[src/rtl/hazard_sequencer_pkg.sv]
// Shared hazard codes, FSM state encoding and register constants for hazard_sequencer.
// Optional statistics counters are enabled in the top by defining HAZ_SEQ_STATS_EN.
package hazard_sequencer_pkg;

  localparam logic [1:0] HAZ_NONE   = 2'b00;
  localparam logic [1:0] HAZ_BUBBLE = 2'b01;
  localparam logic [1:0] HAZ_FLUSH  = 2'b10;
  localparam logic [1:0] HAZ_STALL  = 2'b11;

  localparam logic [4:0] REG_ZERO = 5'd0;

  typedef enum logic [1:0] {
    IDLE     = 2'd0,
    MEM_WAIT = 2'd1,
    FLUSH    = 2'd2
  } state_e;

  // Hazard code for the no-memory-stall case; loadUse outranks ctrl.
  function automatic logic [1:0] idle_haz(input logic load_use, input logic ctrl);
    if (load_use)  return HAZ_BUBBLE;
    else if (ctrl) return HAZ_FLUSH;
    else           return HAZ_NONE;
  endfunction

endpackage

[src/rtl/hazard_detect_comb.sv]
// Purely combinational hazard term generator: memory stall, load-use and control transfer.
module hazard_detect_comb
  import hazard_sequencer_pkg::*;
#(
  parameter int REG_ADDR_W = 5
) (
  input  logic                  IDEX_MemRead,
  input  logic [REG_ADDR_W-1:0] IDEX_Rt,
  input  logic [REG_ADDR_W-1:0] IFID_Rs,
  input  logic [REG_ADDR_W-1:0] IFID_Rt,
  input  logic                  BranchTaken,
  input  logic                  Jump,
  input  logic                  MemReq,
  input  logic                  MemReady,
  output logic                  memStall,
  output logic                  loadUse,
  output logic                  ctrl
);

  logic rt_nonzero;
  logic rt_match;

  // A load into r0 never creates a dependency since r0 is hardwired.
  assign rt_nonzero = (IDEX_Rt != REG_ADDR_W'(REG_ZERO));
  assign rt_match   = (IDEX_Rt == IFID_Rs) | (IDEX_Rt == IFID_Rt);

  assign memStall = MemReq & ~MemReady;
  assign loadUse  = IDEX_MemRead & rt_nonzero & rt_match;
  assign ctrl     = BranchTaken | Jump;

endmodule

[src/rtl/hazard_sequencer.sv]
// Hazard sequencer: arbitrates memory stalls, load-use bubbles and branch flushes into hazType.
// Define HAZ_SEQ_STATS_EN to add saturating stall/bubble/flush cycle counters.
module hazard_sequencer
  import hazard_sequencer_pkg::*;
#(
  parameter int FLUSH_CYCLES = 1,
  parameter int MEM_TIMEOUT  = 16,
  parameter int REG_ADDR_W   = 5
) (
  input  logic                  Clk,
  input  logic                  Reset,
  input  logic                  IDEX_MemRead,
  input  logic [REG_ADDR_W-1:0] IDEX_Rt,
  input  logic [REG_ADDR_W-1:0] IFID_Rs,
  input  logic [REG_ADDR_W-1:0] IFID_Rt,
  input  logic                  BranchTaken,
  input  logic                  Jump,
  input  logic                  MemReq,
  input  logic                  MemReady,
  output logic [1:0]            hazType,
  output logic                  busy,
  output logic                  memTimeout
`ifdef HAZ_SEQ_STATS_EN
  ,
  output logic [15:0]           stallCount,
  output logic [15:0]           bubbleCount,
  output logic [15:0]           flushCount
`endif
);

  localparam logic [2:0] FLUSH_LAST  = 3'(FLUSH_CYCLES - 1);
  localparam logic [7:0] WAIT_MAX    = 8'(MEM_TIMEOUT);
  localparam bit         MULTI_FLUSH = (FLUSH_CYCLES > 1);

  logic       memStall;
  logic       loadUse;
  logic       ctrl;
  state_e     state;
  logic [2:0] flushCnt;
  logic [7:0] waitCnt;
  logic       flushPend;
  logic [1:0] haz_c;
  logic       start_flush;

  hazard_detect_comb #(
    .REG_ADDR_W (REG_ADDR_W)
  ) u_detect (
    .IDEX_MemRead (IDEX_MemRead),
    .IDEX_Rt      (IDEX_Rt),
    .IFID_Rs      (IFID_Rs),
    .IFID_Rt      (IFID_Rt),
    .BranchTaken  (BranchTaken),
    .Jump         (Jump),
    .MemReq       (MemReq),
    .MemReady     (MemReady),
    .memStall     (memStall),
    .loadUse      (loadUse),
    .ctrl         (ctrl)
  );

  // A control transfer only needs the FLUSH state when more than one flush cycle is required.
  assign start_flush = ~loadUse & ctrl & MULTI_FLUSH;

  // Mealy output: stall is asserted in the very cycle the hazard is detected.
  always_comb begin
    haz_c = HAZ_NONE;
    case (state)
      IDLE:     haz_c = memStall ? HAZ_STALL : idle_haz(loadUse, ctrl);
      MEM_WAIT: begin
        if (MemReady)               haz_c = idle_haz(loadUse, ctrl);
        else if (waitCnt == WAIT_MAX) haz_c = HAZ_NONE;
        else                        haz_c = HAZ_STALL;
      end
      FLUSH:    haz_c = memStall ? HAZ_STALL : HAZ_FLUSH;
      default:  haz_c = HAZ_NONE;
    endcase
    if (Reset) haz_c = HAZ_NONE;
  end

  assign hazType = haz_c;
  assign busy    = (state != IDLE);

  always_ff @(posedge Clk or posedge Reset) begin
    if (Reset) begin
      state      <= IDLE;
      flushCnt   <= 3'd0;
      waitCnt    <= 8'd0;
      flushPend  <= 1'b0;
      memTimeout <= 1'b0;
    end else begin
      case (state)
        IDLE: begin
          if (memStall) begin
            state   <= MEM_WAIT;
            waitCnt <= 8'd1;
          end else if (start_flush) begin
            state    <= FLUSH;
            flushCnt <= 3'd1;
          end
        end
        MEM_WAIT: begin
          if (MemReady) begin
            waitCnt <= 8'd0;
            if (flushPend) begin
              // Resume the interrupted flush where it left off.
              state     <= FLUSH;
              flushPend <= 1'b0;
            end else if (start_flush) begin
              state    <= FLUSH;
              flushCnt <= 3'd1;
            end else begin
              state <= IDLE;
            end
          end else if (waitCnt == WAIT_MAX) begin
            memTimeout <= 1'b1;
            waitCnt    <= 8'd0;
            flushPend  <= 1'b0;
            flushCnt   <= 3'd0;
            state      <= IDLE;
          end else begin
            waitCnt <= waitCnt + 8'd1;
          end
        end
        FLUSH: begin
          if (memStall) begin
            flushPend <= 1'b1;
            waitCnt   <= 8'd1;
            state     <= MEM_WAIT;
          end else if (flushCnt == FLUSH_LAST) begin
            flushCnt <= 3'd0;
            state    <= IDLE;
          end else begin
            flushCnt <= flushCnt + 3'd1;
          end
        end
        default: state <= IDLE;
      endcase
    end
  end

`ifdef HAZ_SEQ_STATS_EN
  function automatic logic [15:0] sat_inc(input logic [15:0] v);
    return (v == 16'hFFFF) ? v : v + 16'd1;
  endfunction

  always_ff @(posedge Clk or posedge Reset) begin
    if (Reset) begin
      stallCount  <= 16'd0;
      bubbleCount <= 16'd0;
      flushCount  <= 16'd0;
    end else begin
      if (haz_c == HAZ_STALL)  stallCount  <= sat_inc(stallCount);
      if (haz_c == HAZ_BUBBLE) bubbleCount <= sat_inc(bubbleCount);
      if (haz_c == HAZ_FLUSH)  flushCount  <= sat_inc(flushCount);
    end
  end
`endif

endmodule

[config.mk]
export PLATFORM = sky130hd
export DESIGN_NAME = hazard_sequencer
export DESIGN_NICKNAME = d
export VERILOG_FILES = /design/src/rtl/hazard_sequencer_pkg.sv /design/src/rtl/hazard_detect_comb.sv /design/src/rtl/hazard_sequencer.sv
export SDC_FILE = /design/constraint.sdc
export NUM_CORES = 1
export LEC_CHECK = 0
export ABC_AREA = 1
export BUFFER_PORTS_ARGS = -buffer_cell sky130_fd_sc_hd__buf_2
export CAP_MARGIN = 0
export CORE_MARGIN = 2
export CORE_UTILIZATION = 43
export DETAILED_ROUTE_END_ITERATION = 16
export MAX_ROUTING_LAYER = met4
export PLACE_DENSITY = 0.69
export SLEW_MARGIN = 5
export SYNTH_ARGS = -nofsm -noshare
export SYNTH_HDL_FRONTEND = slang
export SYNTH_HIERARCHICAL = 1
export SYNTH_SLANG_ARGS = --single-unit
[constraint.sdc]
create_clock -name Clk -period 1.14 [get_ports Clk]
set_input_delay 0.114 -clock Clk [delete_from_list [all_inputs] [get_ports Clk]]
set_output_delay 0.114 -clock Clk [all_outputs]
set_load 0.01 [all_outputs]
==> results of run 1 <==
critical path: stages, from the launching register on:
cell	delay (ns)
dfrtp_1	0.40
inv_2	0.09
ha_4	0.14
nand2_4	0.04
nor2_4	0.12
nand2_2	0.09
nand3_4	0.08
a21oi_2	0.05
buf_2	0.13
final cells by class:
type,count,area (sq um)
multi-input cells,123,689
inverters,33,126
clock inverters,1,5.00
fillers,238,895
well taps,30,37.5
repair buffers,51,327
flip-flops and latches,15,375
clock buffers,3,22.5
state kept, by name, summed over array words and instances (netlist names):
| register | flops |
|---|---|
| waitCnt | 8 |
| flushCnt | 3 |
| flushPend | 1 |
| memTimeout | 1 |
| state | 2 |
routing by layer:
layer	vias up	wire [um]
met3	4	118
met1	542	1120
met5	-	0
met2	23	1360
met4	0	38
li1	631	-
worst max path at each step:
stage / startpoint / to
after detailed placement: IDEX_Rt[1] / hazType[0]
after floorplan: waitCnt[0]$_DFFE_PP0P_ / waitCnt[4]$_DFFE_PP0P_
after global placement: IDEX_Rt[1] / hazType[1]
final: waitCnt[0]$_DFFE_PP0P_ / hazType[0]
after global routing: waitCnt[1]$_DFFE_PP0P_ / hazType[0]
after CTS: waitCnt[1]$_DFFE_PP0P_ / hazType[1]
repair_timing:
action                                 in CTS  in global routing
buffers inserted                            2                  1
hold buffers                                1                  0
pin swaps                                   6                  4
endpoints found under the hold margin      15                  0
resized for setup                           9                  7
setup endpoints to repair                  17                 18
power breakdown:
part | internal [mW] | switching, mW
clock | 0.131 | 0.192
sequential | 0.567 | 0.0252
combinational | 0.277 | 0.302
total | 0.975 | 0.519
per-stage QoR:
stage	power [mW]	hold slack (ns)	setup TNS [ns]	instance area [sq um]	setup WS (ns)
floorplan	0.859	0.0155	-0.428	1140	-0.0533
global placement	1.07	0.166	-1.77	1460	-0.238
detailed placement	1.08	0.171	-1.98	1460	-0.271
CTS	1.45	0.187	-3.77	1550	-0.474
global route	1.59	0.210	-4.57	1580	-0.482
finish	1.49	0.190	-3.19	1580	-0.410
cell usage in the layout (no fill, tap or decap), types with 3 or more instances in the layout:
cell and n:
nand2_1 53, nor2_1 15, nand3_1 10, ha_1 3, nand2_2 8, nor2_2 4, dfrtp_1 15, buf_2 25
a21oi_2 3, buf_4 24, inv_2 8, clkbuf_4 3, inv_1 24, xor2_1 5
cell families after synthesis:
kind of cell / after synthesis
buffers and inverters: 33
DFF: 15
adders and majority gates: 4
xor gates and xnor gates: 7
and+or+nand+nor: 99
AOI/OAI and AO/OA: 13
==> results.sh, run 1 <==
export IMPL_status="finished with violations"
export IMPL_violations="setup timing"
export IMPL_vias_per_cell=4.69
export IMPL_start_kind="flip-flop"
export IMPL_yosys_top_cells_count="nand2_1, inv_1, nor2_1, dfrtp_1, nand3_1"
export IMPL_gp_congestion=0.823
export IMPL_io_buffer_count=25
export IMPL_grt_busiest_layer="met2"
export IMPL_routedWlPerCell_um=10.3
export IMPL_yosys_area_share_simple_pct=38.9
export IMPL_synthTopCellsByArea="dfrtp_1, nand2_1, inv_1, nand3_1, nor2_1"
export IMPL_clock_path_buffers=2
export IMPL_cts_buffers=3
export IMPL_dr_pass1_iters=4
export IMPL_min_to="state[0]$_DFFE_PP0P_"
export IMPL_synthMuxAreaShare_pct=0
export IMPL_syn_num_nets=197
export IMPL_synthArstFlopShare_pct=100
export IMPL_drv_slew=0
export IMPL_synth_top_area_cell="dfrtp_1"
export IMPL_dieArea_sq_um=3040
export IMPL_gr_usage_met2_pct=38.9
export IMPL_met1_usage_pct=23.8
export IMPL_hpwl_um=2080
export IMPL_crit_required_ns=1.03
export IMPL_r2r_end="waitCnt[5]$_DFFE_PP0P_"
export IMPL_htree_num_levels=1
export IMPL_syn_area_sq_um=1120
export IMPL_insertion_delay_ns=0.30
export IMPL_grt_max_degree=16
export IMPL_path_class="flip-flop to output pin"
export IMPL_instances_no_fill=256
export IMPL_finalWirelength_um=2640
export IMPL_cts_root_buf="clkbuf_4"
export IMPL_period_share_pct=136
export IMPL_fin_nets=253
export IMPL_diodes=0
export IMPL_synth_compound_area_share_pct=6.79
export IMPL_rsz0062_at_grt="true"
export IMPL_ant_nets=0
export IMPL_drtIter0Drc=19
export IMPL_avgSynthCellArea_sq_um=6.57
export IMPL_holdCritPathClass="primary input to flip-flop"
export IMPL_drc=0
export IMPL_maxCapViolations=0
export IMPL_use_met3_pct=4.84
export IMPL_num_vias=1200
export IMPL_rows=18
export IMPL_hp_start="MemReady"
export IMPL_timing_final_ws_setup_ns=-0.410
export IMPL_ioPinCount=26
export IMPL_synthDistinctLibCells=22
export IMPL_synth_edf_count=0
export IMPL_leakage_nw=0.901
export IMPL_r2r_slack_ns=-0.25
export IMPL_tightest_slew_ns=0.242
export IMPL_yosys_warnings=6
export IMPL_yosysSeqAreaShare_pct=33.4
export IMPL_synth_adder_area_share_pct=4.45
export IMPL_r2r_start="waitCnt[0]$_DFFE_PP0P_"
export IMPL_r2r_cells=10
export IMPL_grt_pass1_wl_um=4530
export IMPL_setup_viol=16
export IMPL_skew_ns=0.00992
export IMPL_synth_top_area_share_pct=33.4
export IMPL_core_sq_um=2480
export IMPL_fp_dieH_um=55.1
export IMPL_crit_fanout=3
export IMPL_cts_tree="yes"
export IMPL_ys_flop_type="dfrtp_1"
export IMPL_dp_cells=248
export IMPL_hold_viol=0
export IMPL_powerDensity_nw_per_um2=944
export IMPL_synth_top_family_by_area="simple AND/OR/NAND/NOR gates"
export IMPL_hold_path_depth=4
export IMPL_start_util_pct=45.4
export IMPL_clock_sinks=15
export IMPL_cts_clk_slew_worst_paths_ns=0.09
export IMPL_die_w_um=55.1
export IMPL_grtUsageTotal_pct=21.6
export IMPL_arrival_ns=1.44
export IMPL_period_minus_slack_ns=1.55
export IMPL_syn_inst=171
export IMPL_ys_seq_elements=15
export IMPL_synth_most_common_cell="nand2_1"
export IMPL_fin_util_pct=63.9
export IMPL_ir_drop_v=0.000968
export IMPL_grt_pass1_vias=1151
export IMPL_end_kind="output pin"
export IMPL_overflow=0
export IMPL_drive_above_1_share_pct=39.4
export IMPL_max_freq_ghz=0.645
export IMPL_area_growth_pct=40.9
export IMPL_grt_antenna_before_repair=0
export IMPL_slew_headroom_pct=83.8
export IMPL_synth_xor_area_share_pct=5.46
(Power assumes the default switching activity.)
==> inputs of run 2 (changes only) <==
- CELL_PAD_IN_SITES_DETAIL_PLACEMENT: not set -> 1
- CELL_PAD_IN_SITES_GLOBAL_PLACEMENT: not set -> 2
- CORE_UTILIZATION: 43 -> 25
- PLACE_DENSITY: 0.69 -> not set
- PLACE_DENSITY_LB_ADDON: not set -> 0.1
==> run 2 against run 1 <==
Sequential share of layout area decreased by 3.0 points. Hold slack improved by 0.070 ns. The flow still finishes with violations (setup timing). First-iteration DRC count increased by 26%. Core utilization decreased by 22 points. Largest cell class unchanged. Cell count increased by 14%. Global-route usage decreased by 5.7 points. Flip-flop and latch count unchanged. Worst setup slack improved by 0.0099 ns. Count of clock-buffer cells in the layout increased by 1. Power increased by 20%. Die area increased by 66%. Clock power increased by 33%.
==> results.sh, run 2 (synthesis results as in run 1) <==
export IMPL_critPathMaxStageDelay_ns=0.39
export IMPL_crit_buf_inv=2
export IMPL_drc=0
export IMPL_hpwl_um=2750
export IMPL_powerDensity_nw_per_um2=989
export IMPL_crit_required_ns=1.03
export IMPL_status="finished with violations"
export IMPL_area_growth_pct=60.9
export IMPL_sw_frac_of_total_pct=32.3
export IMPL_final_cell_mix="nand2_1, buf_4, buf_2"
export IMPL_holdCritPathClass="primary input to flip-flop"
export IMPL_arrival_ns=1.43
export IMPL_leakage_nw=0.979
export IMPL_setup_viol=18
export IMPL_cp_top_family="flip-flops"
export IMPL_cts_tree="yes"
export IMPL_slew_headroom_pct=82.1
export IMPL_p_int_mw=1.21
export IMPL_cts_clk_slew_worst_paths_ns=0.07
export IMPL_io_buffer_count=25
export IMPL_diodes=0
export IMPL_post_dp_cell_area_sq_um=1540
export IMPL_insertion_delay_ns=0.24
export IMPL_maxCapViolations=0
export IMPL_grt_pass1_wl_um=6240
export IMPL_layout_commonest_cell="nand2_1"
export IMPL_setup_tns_ns=-4.29
export IMPL_grt_max_degree=16
export IMPL_r2r_slack_ns=-0.29
export IMPL_dr_pass1_iters=4
export IMPL_worstPathCellList="inv_2, ha_4, nand2_4, nor2_4, nand3_2, nand2_2, a21oi_2, buf_2"
export IMPL_power_switching_mw=0.578
export IMPL_cts_root_buf="clkbuf_8"
export IMPL_grt_busiest_layer="met2"
export IMPL_period_minus_slack_ns=1.54
export IMPL_path_class="flip-flop to output pin"
export IMPL_num_vias=1277
export IMPL_crit_fanout=3
export IMPL_clock_path_buffers=2
export IMPL_met1_usage_pct=19.5
export IMPL_end_kind="output pin"
export IMPL_drtIter0Drc=24
export IMPL_use_met3_pct=2.99
export IMPL_seqPwrFrac_pct=33.3
export IMPL_drive_above_1_share_pct=46.5
export IMPL_timing_final_ws_setup_ns=-0.400
export IMPL_final_cell_area_sq_um=1810
export IMPL_start_kind="flip-flop"
export IMPL_grt_pass1_vias=1412
export IMPL_tightest_slew_ns=0.267
export IMPL_rsz0062_at_grt="true"
export IMPL_routedWlPerCell_um=12.0
export IMPL_hold_viol=0
export IMPL_gp_congestion=0.804
export IMPL_timing_hold_ws_ns=0.260
export IMPL_reg_top3="waitCnt x8, flushCnt x3, state x2"
export IMPL_grt_antenna_before_repair=0
export IMPL_fin_nets=268
export IMPL_violations="setup timing"
export IMPL_ir_drop_v=0.000514
export IMPL_core_sq_um=4350
export IMPL_die_w_um=71.0
export IMPL_gr_usage_met2_pct=28.3
export IMPL_htree_num_levels=1
export IMPL_start_util_pct=25.8
export IMPL_fillCellCount=577
export IMPL_ioPinCount=26
export IMPL_period_share_pct=135
export IMPL_max_freq_ghz=0.649
export IMPL_combPwrFrac_pct=42.6
export IMPL_largest_reg_flops=8
export IMPL_drv_slew=0
export IMPL_ant_nets=0
export IMPL_rows=24
export IMPL_vias_per_cell=4.36
export IMPL_clock_sinks=15
export IMPL_dieArea_sq_um=5050
export IMPL_cts_buffers=3
export IMPL_fp_dieH_um=71.0
export IMPL_grtUsageTotal_pct=15.8
export IMPL_overflow=0
export IMPL_slowest_stage="dfrtp_1"
export IMPL_largest_register="waitCnt"
export IMPL_skew_ns=0.00609
export IMPL_dpl_worst_slack_ns=-0.355
export IMPL_pwr_share_clk_pct=24.1
export IMPL_finalWirelength_um=3510
run 2: timing repair:
action                                  CTS  global route
gates cloned                              0             0
endpoints found under the hold margin    15             0
endpoints found under the setup margin   18            18
hold buffers                              1             0
resized for setup                        18            20
buffers inserted                         12             4
pin swaps                                 7            10
run 2: metrics by stage:
step / power [mW] / util (%) / instances
after CTS: 1.77 / 40.1 / 293
after detailed placement: 1.13 / 35.3 / 276
after global routing: 1.93 / 41.5 / 293
after global placement: 1.11 / 35.3 / 276
after floorplan: 0.859 / - / 171
final: 1.79 / 41.5 / 293
run 2: per-layer routing:
| layer | vias up | share of wire (%) |
|---|---|---|
| li1 | 657 | - |
| met1 | 607 | 45 |
| met2 | 11 | 53 |
| met3 | 2 | 2.2 |
| met4 | 0 | 0.17 |
| met5 | - | 0 |
run 2: final cells by class:
class / count / area (sq um) / share of cell area, %
multi-input combinational: 123 / 733 / 40.6
clock buffer: 4 / 45.0 / 2.49
timing repair buffer: 66 / 460 / 25.5
inverter: 33 / 129 / 7.13
tap: 52 / 65.1 / 3.60
sequential: 15 / 375 / 20.8
run 2: power groups by stage:
stage	registers (mW)	clock network [mW]	logic, mW
floorplan	0.606	0	0.253
global placement	0.597	0	0.511
detailed placement	0.601	0	0.531
CTS	0.593	0.449	0.730
global route	0.597	0.474	0.854
finish	0.595	0.431	0.762
run 2: final timing paths:
check	from	endpoint	cells after the start
hold / removal	MemReady	state[1]$_DFFE_PP0P_	3
setup reg to reg	waitCnt[1]$_DFFE_PP0P_	flushCnt[1]$_DFFE_PP0P_	11
setup / recovery	waitCnt[1]$_DFFE_PP0P_	hazType[1]	8
min in group asynchronous	Reset	waitCnt[1]$_DFFE_PP0P_	4
max in group asynchronous	Reset	waitCnt[4]$_DFFE_PP0P_	4
hold reg to reg	memTimeout$_DFFE_PP0P_	memTimeout$_DFFE_PP0P_	1
run 2: worst reg2reg max path, cell delays in order, from the launching register on:
cell and delay [ns]:
dfrtp_1 0.39, inv_2 0.09, ha_4 0.15, nand2_4 0.05, nor2_4 0.13, buf_4 0.13
buf_6 0.09, nand3_4 0.06, nand2_2 0.07, nand2_2 0.07, nand2_1 0.06, nand2_1 0.04
==> inputs of run 3 (changes only) <==
- BUFFER_PORTS_ARGS: -buffer_cell sky130_fd_sc_hd__buf_2 -> not set
- CORE_UTILIZATION: 25 -> 29
- DONT_BUFFER_PORTS: not set -> 1
==> run 3 against run 2 <==
The flow still finishes with violations (setup timing). Register-to-register slack better by 0.03 ns. Largest power group unchanged. Via count down 7.0%. Largest cell class unchanged. Maximum frequency up 9.8%. Wire length down 8.4%. Flip-flop and latch count unchanged. Highest routed layer unchanged. First-iteration DRC count down 50%. Count of clock-buffer cells in the layout unchanged. Die area down 13%. Clock power up 2%. Core utilization up 4.1 points.
==> results.sh, run 3 (synthesis results as in run 1) <==
export IMPL_status="finished with violations"
export IMPL_violations="setup timing"
export IMPL_timing_hold_ws_ns=0.0245
export IMPL_maxCapViolations=0
export IMPL_hold_viol=0
export IMPL_ant_nets=0
export IMPL_fp_dieH_um=66.2
export IMPL_seqCellArea_sq_um=375
export IMPL_io_buffer_count=0
export IMPL_grt_pass1_vias=1224
export IMPL_start_util_pct=30.5
export IMPL_area_growth_pct=49.8
export IMPL_fin_nets=236
export IMPL_fillCellCount=468
export IMPL_power_mw=1.68
export IMPL_layout_commonest_cell="nand2_1"
export IMPL_overflow=0
export IMPL_path_class="flip-flop to output pin"
export IMPL_skew_ns=0.00150
export IMPL_diodes=0
export IMPL_leakage_nw=0.854
export IMPL_r2r_start="waitCnt[0]$_DFFE_PP0P_"
export IMPL_crit_required_ns=1.03
export IMPL_period_share_pct=123
export IMPL_clock_path_buffers=2
export IMPL_critPathMaxStageDelay_ns=0.40
export IMPL_hp_start="MemReady"
export IMPL_cts_root_buf="clkbuf_8"
export IMPL_ir_drop_v=0.000372
export IMPL_slew_headroom_pct=85.1
export IMPL_core_sq_um=3690
export IMPL_final_cell_area_sq_um=1680
export IMPL_holdCritPathClass="primary input to flip-flop"
export IMPL_gp_congestion=0.745
export IMPL_slowest_stage="dfrtp_1"
export IMPL_ioPinCount=26
export IMPL_combPwrFrac_pct=38.4
export IMPL_dr_pass1_iters=2
export IMPL_seqPwrFrac_pct=35.6
export IMPL_num_vias=1188
export IMPL_instances_no_fill=257
export IMPL_routedWlPerCell_um=12.5
export IMPL_dpl_worst_slack_ns=-0.184
export IMPL_cts_buffers=3
export IMPL_largest_reg_flops=8
export IMPL_vias_per_cell=4.62
export IMPL_largest_register="waitCnt"
export IMPL_multi_input_area_sq_um=807
export IMPL_met1_usage_pct=17.4
export IMPL_use_met3_pct=1.19
export IMPL_hold_path_depth=1
export IMPL_final_cell_mix="nand2_1, buf_4, inv_1"
export IMPL_drc=0
export IMPL_tightest_slew_ns=0.220
export IMPL_grt_busiest_layer="met2"
export IMPL_period_minus_slack_ns=1.40
export IMPL_worstPathCellList="inv_2, ha_4, nand2_4, nor2_4, nand3_2, nand2_2, a21oi_4"
export IMPL_r2r_cells=9
export IMPL_powerDensity_nw_per_um2=1000
export IMPL_crit_fanout=3
export IMPL_die_w_um=66.2
export IMPL_timing_final_ws_setup_ns=-0.263
export IMPL_dieArea_sq_um=4390
export IMPL_drv_slew=0
export IMPL_dp_cells=241
export IMPL_finalWirelength_um=3220
export IMPL_drive_above_1_share_pct=42.6
export IMPL_setup_tns_ns=-2.97
export IMPL_gr_usage_met2_pct=29.8
export IMPL_drtIter0Drc=12
export IMPL_grtUsageTotal_pct=16.3
export IMPL_grt_max_degree=16
export IMPL_pwr_share_clk_pct=26.1
export IMPL_cts_tree="yes"
export IMPL_reg_top3="waitCnt x8, flushCnt x3, state x2"
export IMPL_grt_pass1_wl_um=5220
export IMPL_max_freq_ghz=0.713
export IMPL_insertion_delay_ns=0.25
export IMPL_end_kind="output pin"
export IMPL_p_int_mw=1.13
export IMPL_fin_util_pct=45.6
export IMPL_htree_num_levels=1
export IMPL_rsz0062_at_grt="true"
export IMPL_worstSetupStartpoint="waitCnt[0]$_DFFE_PP0P_"
export IMPL_rows=22
export IMPL_setup_viol=18
export IMPL_hpwl_um=2480
export IMPL_cts_clk_slew_worst_paths_ns=0.06
export IMPL_sw_frac_of_total_pct=33.2
export IMPL_arrival_ns=1.29
export IMPL_clock_sinks=15
export IMPL_grt_antenna_before_repair=0
export IMPL_start_kind="flip-flop"
export IMPL_power_switching_mw=0.560
export IMPL_post_dp_cell_area_sq_um=1360
run 3: changes by cell type in the layout (fill, tap and decap cells not counted), moves of 2 or more:
cell     previous run  this run
buf_2              24         0
buf_4              35        30
buf_6               6         3
nand2_1            51        48
nor2_4              3         6
o21ai_1             4         1
a21oi_4             0         2
nand2_2             9        11
nand3_1             9         7
nand3_2             1         3
nor2_2              6         4
run 3: timing repair:
action / in CTS / in global routing
pin swaps: 10 / 13
setup buffers: 8 / 4
setup endpoints to repair: 17 / 18
hold endpoints to repair: 15 / 0
gates resized for setup: 23 / 25
hold buffers: 1 / 0
run 3: power by group through the flow:
stage          registers, mW  logic [mW]  clock network [mW]
2_1_floorplan          0.606       0.253                   0
6_report               0.599       0.646               0.439
3_5_place_dp           0.598       0.443                   0
5_1_grt                0.602       0.719               0.485
4_1_cts                0.593       0.582               0.470
3_3_place_gp           0.598       0.420                   0
run 3: cell type report:
| type | instances | share of cell area [%] |
|---|---|---|
| inverters | 33 | 7.51 |
| flip-flops and latches | 15 | 22.3 |
| repair buffers | 34 | 16.0 |
| clock buffers | 4 | 2.68 |
| well taps | 48 | 3.57 |
| multi-input cells | 123 | 48.0 |
run 3: worst max-delay path, delay by kind of cell, from the launching register on:
| kind | cells | cell delay (ns) |
|---|---|---|
| DFF | 1 | 0.40 |
| and+or+nand+nor | 4 | 0.36 |
| adders and majority gates | 1 | 0.13 |
| buffers and inverters | 1 | 0.08 |
| AOI/OAI and AO/OA | 1 | 0.06 |
run 3: final timing paths:
path	slack, ns	endpoint
min in group asynchronous	0.33	memTimeout$_DFFE_PP0P_
worst min-delay path	0.02	state[1]$_DFFE_PP0P_
max in group asynchronous	0.63	flushCnt[1]$_DFFE_PP0P_
worst max register to register	-0.26	waitCnt[6]$_DFFE_PP0P_
worst max-delay path	-0.26	hazType[1]
worst min register to register	0.52	flushPend$_DFFE_PP0P_
run 3: routing by layer:
metal / share of wire (%) / routed length (um) / up-vias
li1: - / - / 589
met1: 40 / 1290 / 574
met2: 55 / 1780 / 21
met3: 3.0 / 95 / 4
met4: 1.8 / 57 / 0
met5: 0 / 0 / -
